File: src/rtl/mem_access_ctrl.sv
// MEM-stage load/store unit: aligns EX memory ops onto a req/ack data bus, stalls until ack,
// returns extended load data. Define MEM_TIMEOUT_EN to add the bus-timeout counter and exc_buserr.
module mem_access_ctrl #(
    parameter int unsigned DATA_W  = 32,
    parameter int unsigned ADDR_W  = 32,
    parameter int unsigned TIMEOUT = 255
) (
    input  logic                clk,
    input  logic                resetn,
    input  logic                req_valid,
    input  logic [3:0]          req_op,
    input  logic [ADDR_W-1:0]   req_addr,
    input  logic [DATA_W-1:0]   req_wdata,
    input  logic                flush,
    input  logic                stall_in,
    output logic                dbus_en,
    output logic [ADDR_W-1:0]   dbus_addr,
    output logic [DATA_W/8-1:0] dbus_wen,
    output logic [DATA_W-1:0]   dbus_wdata,
    input  logic [DATA_W-1:0]   dbus_rdata,
    input  logic                dbus_ack,
    output logic [DATA_W-1:0]   mem_rdata,
    output logic                mem_rvalid,
    output logic                resnrdy,
    output logic                stallreq,
    output logic                exc_adel,
    output logic                exc_ades,
    output logic                exc_buserr
);

    localparam int unsigned NB    = DATA_W / 8;
    localparam int unsigned OFF_W = $clog2(NB);

    typedef enum logic [1:0] {S_IDLE, S_WAIT, S_DONE, S_DRAIN} state_e;

    state_e              state_q;
    logic                en_q;
    logic [ADDR_W-1:0]   addr_q;
    logic [NB-1:0]       wen_q;
    logic [DATA_W-1:0]   wdata_q;
    logic [1:0]          size_q;
    logic                uns_q;
    logic                store_q;
    logic [OFF_W-1:0]    off_q;
    logic                rvalid_q;
    logic [DATA_W-1:0]   rdata_q;

    logic                misalign;
    logic                accept;
    logic [OFF_W-1:0]    off;
    logic [NB-1:0]       size_mask;
    logic [NB-1:0]       wen_d;
    logic [DATA_W-1:0]   wdata_d;
    logic [ADDR_W-1:0]   addr_d;
    logic [DATA_W-1:0]   lane;
    logic [DATA_W-1:0]   ext;
    logic [DATA_W-1:0]   load_res;

`ifdef MEM_TIMEOUT_EN
    localparam int unsigned  CNT_W   = (TIMEOUT > 255) ? 16 : 8;
    localparam logic [CNT_W:0] TMO_LIM = (CNT_W + 1)'(TIMEOUT);
    logic [CNT_W-1:0] cnt_q;
    logic [CNT_W:0]   cnt_inc;
    logic             tmo;
    logic             buserr_q;
    assign cnt_inc    = {1'b0, cnt_q} + (CNT_W + 1)'(1);
    assign tmo        = (cnt_inc >= TMO_LIM);
    assign exc_buserr = buserr_q;
`else
    assign exc_buserr = 1'b0;
`endif

    assign off    = req_addr[OFF_W-1:0];
    assign addr_d = {req_addr[ADDR_W-1:OFF_W], {OFF_W{1'b0}}};

    always_comb begin
        misalign  = 1'b0;
        size_mask = '1;
        wdata_d   = req_wdata;
        case (req_op[1:0])
            2'b00: begin
                size_mask = NB'(1);
                wdata_d   = {NB{req_wdata[7:0]}};
            end
            2'b01: begin
                misalign  = req_addr[0];
                size_mask = NB'(3);
                wdata_d   = {(NB/2){req_wdata[15:0]}};
            end
            2'b10: begin
                misalign  = |req_addr[1:0];
                size_mask = NB'(15);
                wdata_d   = {(NB/4){req_wdata[31:0]}};
            end
            default: misalign = (DATA_W == 32) ? 1'b1 : |req_addr[2:0];
        endcase
    end

    assign wen_d  = req_op[3] ? (size_mask << off) : '0;
    assign accept = (state_q == S_IDLE) && req_valid && !misalign && !flush;

    // Lane extraction uses the op captured at accept, since req_* may change while waiting.
    assign lane = dbus_rdata >> {off_q, 3'b000};

    always_comb begin
        ext = lane;
        case (size_q)
            2'b00:   ext = uns_q ? DATA_W'(lane[7:0])  : DATA_W'($signed(lane[7:0]));
            2'b01:   ext = uns_q ? DATA_W'(lane[15:0]) : DATA_W'($signed(lane[15:0]));
            2'b10:   ext = uns_q ? DATA_W'(lane[31:0]) : DATA_W'($signed(lane[31:0]));
            default: ext = lane;
        endcase
    end

    assign load_res = store_q ? '0 : ext;

    always_ff @(posedge clk or negedge resetn) begin
        if (!resetn) begin
            state_q  <= S_IDLE;
            en_q     <= 1'b0;
            addr_q   <= '0;
            wen_q    <= '0;
            wdata_q  <= '0;
            size_q   <= '0;
            uns_q    <= 1'b0;
            store_q  <= 1'b0;
            off_q    <= '0;
            rvalid_q <= 1'b0;
            rdata_q  <= '0;
`ifdef MEM_TIMEOUT_EN
            cnt_q    <= '0;
            buserr_q <= 1'b0;
`endif
        end else begin
            case (state_q)
                S_IDLE: if (accept) begin
                    state_q <= S_WAIT;
                    en_q    <= 1'b1;
                    addr_q  <= addr_d;
                    wen_q   <= wen_d;
                    wdata_q <= wdata_d;
                    size_q  <= req_op[1:0];
                    uns_q   <= req_op[2];
                    store_q <= req_op[3];
                    off_q   <= off;
`ifdef MEM_TIMEOUT_EN
                    cnt_q   <= '0;
`endif
                end
                S_WAIT: begin
`ifdef MEM_TIMEOUT_EN
                    cnt_q <= cnt_inc[CNT_W-1:0];
`endif
                    if (dbus_ack) begin
                        en_q <= 1'b0;
                        if (flush) begin
                            state_q <= S_IDLE;
                        end else begin
                            state_q  <= S_DONE;
                            rvalid_q <= 1'b1;
                            rdata_q  <= load_res;
                        end
                    end else if (flush) begin
                        state_q <= S_DRAIN;
`ifdef MEM_TIMEOUT_EN
                    end else if (tmo) begin
                        en_q     <= 1'b0;
                        state_q  <= S_DONE;
                        rvalid_q <= 1'b1;
                        rdata_q  <= '0;
                        buserr_q <= 1'b1;
`endif
                    end
                end
                S_DONE: if (flush || !stall_in) begin
                    state_q  <= S_IDLE;
                    rvalid_q <= 1'b0;
`ifdef MEM_TIMEOUT_EN
                    buserr_q <= 1'b0;
`endif
                end
                S_DRAIN: begin
`ifdef MEM_TIMEOUT_EN
                    cnt_q <= cnt_inc[CNT_W-1:0];
`endif
                    if (dbus_ack) begin
                        en_q    <= 1'b0;
                        state_q <= S_IDLE;
`ifdef MEM_TIMEOUT_EN
                    end else if (tmo) begin
                        en_q    <= 1'b0;
                        state_q <= S_IDLE;
`endif
                    end
                end
                default: state_q <= S_IDLE;
            endcase
        end
    end

    always_comb begin
        case (state_q)
            S_IDLE:  stallreq = accept;
            S_WAIT:  stallreq = 1'b1;
            S_DRAIN: stallreq = req_valid;
            default: stallreq = 1'b0;
        endcase
    end

    assign exc_adel   = (state_q == S_IDLE) && req_valid && misalign && !req_op[3];
    assign exc_ades   = (state_q == S_IDLE) && req_valid && misalign &&  req_op[3];
    assign resnrdy    = req_valid && !req_op[3] && (state_q != S_DONE);
    assign dbus_en    = en_q;
    assign dbus_addr  = addr_q;
    assign dbus_wen   = wen_q;
    assign dbus_wdata = wdata_q;
    assign mem_rvalid = rvalid_q;
    assign mem_rdata  = rdata_q;

endmodule
File: config.mk
export PLATFORM = sky130hd
export DESIGN_NAME = mem_access_ctrl
export DESIGN_NICKNAME = d
export VERILOG_FILES = /design/src/rtl/mem_access_ctrl.sv
export SDC_FILE = /design/constraint.sdc
export NUM_CORES = 1
export LEC_CHECK = 0
export CORE_MARGIN = 2
export CORE_UTILIZATION = 35
export CTS_CLUSTER_DIAMETER = 200
export DETAILED_ROUTE_END_ITERATION = 16
export PLACE_DENSITY = 0.78
export SETUP_SLACK_MARGIN = 0.2
export SLEW_MARGIN = 20
export SYNTH_ARGS = -nofsm -noshare
export SYNTH_HDL_FRONTEND = slang
export SYNTH_SLANG_ARGS = --single-unit
File: constraint.sdc
create_clock -name clk -period 5.1 [get_ports clk]
set_input_delay 1.275 -clock clk [delete_from_list [all_inputs] [get_ports clk]]
set_output_delay 1.275 -clock clk [all_outputs]
set_load 0.05 [all_outputs]
==> impl_metrics.csv <==
group,metric,value,unit
drt,first_pass_iters,4,
drt,vias_per_cell,5.14,
drt,first_iter_violations,247,
clock_tree,postCtsSetupBuffers,0,
place,io_buffers,209,
sta,final_hold_viol_count,0,
power,seq_power_share,31.7,%
sta,fin_crit,4.14,ns
synth,synthCells,431,
sta,slew_headroom,28.7,%
worst_setup_path,critical_path.slowest_cell,"clkdlybuf4s50_1",
global_routing,grt_pass1_wl,21.9,mm
drt,drc_errors,0,
clock_tree,h-tree-depth,3,
worst_setup_path,arrival,2.87,ns
drt,post_drt_wl_per_cell,17.7,um
power,pwr-share-comb,52.9,%
power,leakagePower,3.19,nW
drt,ant_nets,0,
worst_setup_path,rrSetupSlack,2.48,ns
floorplanning,initial_core_util,36.0,%
synth,postSynth.asyncResetShare,100,%
sta,tightest_slew,1.07,ns
status,status,"completed",
worst_setup_path,r2r-end,"mem_rdata[25]$_DFFE_PN0P_",
worst_hold_path,min_path_cells,2,
sta,slew_violations,0,
clock_tree,cts_tree,"built",
power,p_total,0.00425,W
worst_setup_path,max_stage_delay,0.83,ns
power,sw_frac_of_total,45.3,%
layout,drive_gt1_share,14.9,%
drt,routed_wl,14.3,mm
place,gp_congestion,0.852,
sta,post-route-period-util,81.2,%
power,ir_drop,0.000267,V
sta,setup_viol,0,
floorplanning,std_cell_rows,43,
worst_setup_path,reg2reg_from,"state_q[1]$_DFFE_PN0P_",
synth,synthFlopType,"dfrtp_1",
floorplanning,die_area,15300,um^2
synth,yosysUniqueCellTypes,41,
synth,yosys_warnings,0,
global_routing,antenna_found_initial,0,
floorplanning,pin_count,213,
drt,via_count,4161,
clock_tree,clockBufferDepth,2,
layout,num_antenna_cells,0,
floorplanning,die_width,124,um
global_routing,grt_max_degree,104,
place,hpwl,10.6,mm
worst_setup_path,end_kind,"output port",
worst_hold_path,holdPathEnd,"dbus_wdata[22]$_DFFE_PN0P_",
worst_setup_path,cp_cell_sequence,"clkdlybuf4s50_1, nor3b_1, clkdlybuf4s50_1",
power,p_int,0.00233,W
synth,yosysSeqAreaShare,53.9,%
floorplanning,fp.dieH,124,um
sta,fin_skew,0.00601,ns
synth,ys_ff_latch,108,
synth,avgSynthCellArea,11.6,um^2
layout,nets,731,
clock_tree,clock-sinks,108,
worst_hold_path,min_path_type,"register to register",
power,power_frac_clock,15.4,%
clock_tree,clk_pin_slew_worst_paths,0.07,ns
worst_setup_path,crit_required,3.83,ns
power,power.density,564,nW/um^2
sta,rsz0062_at_grt,"false",
sta,max_freq,241,MHz
clock_tree,clock-root-buffer,"clkbuf_16",
worst_setup_path,path_class,"primary input to output port",
clock_tree,ctsResizeCount,0,
clock_tree,cts_hold_buf,0,
global_routing,grt-ovfl-total,0,
clock_tree,cts_buffers,9,
power,switching_power,0.00193,W
synth,synth_edf_count,0,
job,maxCapViolCount,0,
worst_setup_path,path_common_cell,"clkdlybuf4s50_1",
clock_tree,clk_latency,0.34,ns
worst_setup_path,critical_path.max_fanout,4,
sta,finalSetupTns,0,ns
worst_setup_path,r2r_cells,4,
global_routing,grtUsageTotal,18.8,%
floorplanning,core,13900,um^2
synth,syn_area,5010,um^2
worst_hold_path,min_from,"dbus_wdata[22]$_DFFE_PN0P_",
layout,fillers,1174,
worst_setup_path,critPathLaunchType,"primary input",
layout,area_growth,50.5,%
global_routing,grt_pass1_vias,4299,
routing by layer:
metal,vias to the layer above,track usage [%],part of all wire [%]
met5,-,0,0
met4,0,7.17,2.3
met3,25,7.88,11
met2,190,31.0,48
met1,2011,21.7,39
li1,1935,-,-
critical path: cells and delay by family:
family	cells	cell delay, ns
AND/OR/NAND/NOR	1	0.20
buffers and inverters	2	1.39
flip-flops by register name (all words and copies together) (netlist names):
register and cells:
dbus_wdata 32, mem_rdata 32, dbus_addr 30, dbus_wen 4, off_q 2, size_q 2
state_q 2, dbus_en 1, mem_rvalid 1, store_q 1, uns_q 1
synthesized netlist by cell type, types with 2 or more instances:
cell type,number,share of area (%)
a21oi_1,16,1.6
a221o_1,6,1.2
a221o_2,10,2.2
a22o_1,9,1.6
buf_1,2,0.15
buf_2,12,1.2
buf_4,4,0.60
clkbuf_1,14,1.0
dfrtp_1,108,54
inv_1,5,0.37
mux2_2,52,12
mux2i_1,40,8.0
nand2_1,45,3.4
nand3b_1,8,1.2
nor2_1,18,1.3
nor2b_1,2,0.25
nor3_1,2,0.20
o21a_1,2,0.30
o21ai_0,53,5.3
o41ai_1,2,0.35
layout by cell type (no fill, tap or decap), drive strengths merged, types with 3 or more instances in the layout:
master,count
clkdlybuf4s50,205
dfrtp,108
o21ai,53
mux2,52
nand2,45
mux2i,40
nor2,18
a21oi,16
a221o,16
clkbuf,11
buf,10
a22o,9
nand3b,8
inv,5
conb,3
kinds of logic (layout without fill, tap and decap cells):
family | count (synthesis) | count (layout) | synth area share, %
flops | 108 | 108 | 53.9
xor+xnor | 1 | 1 | 0.175
simple gates | 84 | 84 | 8.16
compound gates | 105 | 105 | 13.9
buf+inv | 39 | 235 | 3.69
mux | 93 | 93 | 20.1
other cells | 1 | 3 | 0.0748
power groups by stage:
stage / clock network [W] / logic [W] / registers [W]
6_report: 0.000655 / 0.00225 / 0.00135
2_1_floorplan: 0 / 0.000491 / 0.00229
3_3_place_gp: 0 / 0.00223 / 0.00135
3_5_place_dp: 0 / 0.00226 / 0.00137
5_1_grt: 0.000709 / 0.00236 / 0.00139
4_1_cts: 0.000676 / 0.00226 / 0.00135
layout make-up:
cell class | instances | area [um^2] | area share, %
Clock buffer | 11 | 253 | 3.35
Clock inverter | 4 | 25.0 | 0.332
Inverter | 5 | 18.8 | 0.249
Multi-Input combinational cell | 286 | 2150 | 28.5
Sequential cell | 108 | 2700 | 35.8
Tap cell | 180 | 225 | 2.99
Timing Repair Buffer | 215 | 2170 | 28.7
stage by stage:
step	setup slack [ns]	util (%)	area (um^2)	hold slack, ns	cells
2_1_floorplan	1.23	-	5020	0.494	433
6_report	0.957	54.1	7540	0.479	809
5_1_grt	0.812	54.1	7540	0.510	809
3_5_place_dp	0.952	52.1	7260	0.470	794
4_1_cts	0.953	54.1	7540	0.485	809
3_3_place_gp	0.943	52.1	7260	0.461	794
worst max-delay path by stage:
| stage | cells past startpoint | end | start |
|---|---|---|---|
| floorplan | 6 | stallreq | req_op[0] |
| global placement | 3 | resnrdy | req_valid |
| detailed placement | 3 | resnrdy | req_valid |
| CTS | 3 | resnrdy | req_valid |
| global route | 3 | resnrdy | req_valid |
| finish | 3 | resnrdy | req_valid |
(Power assumes the default switching activity.)
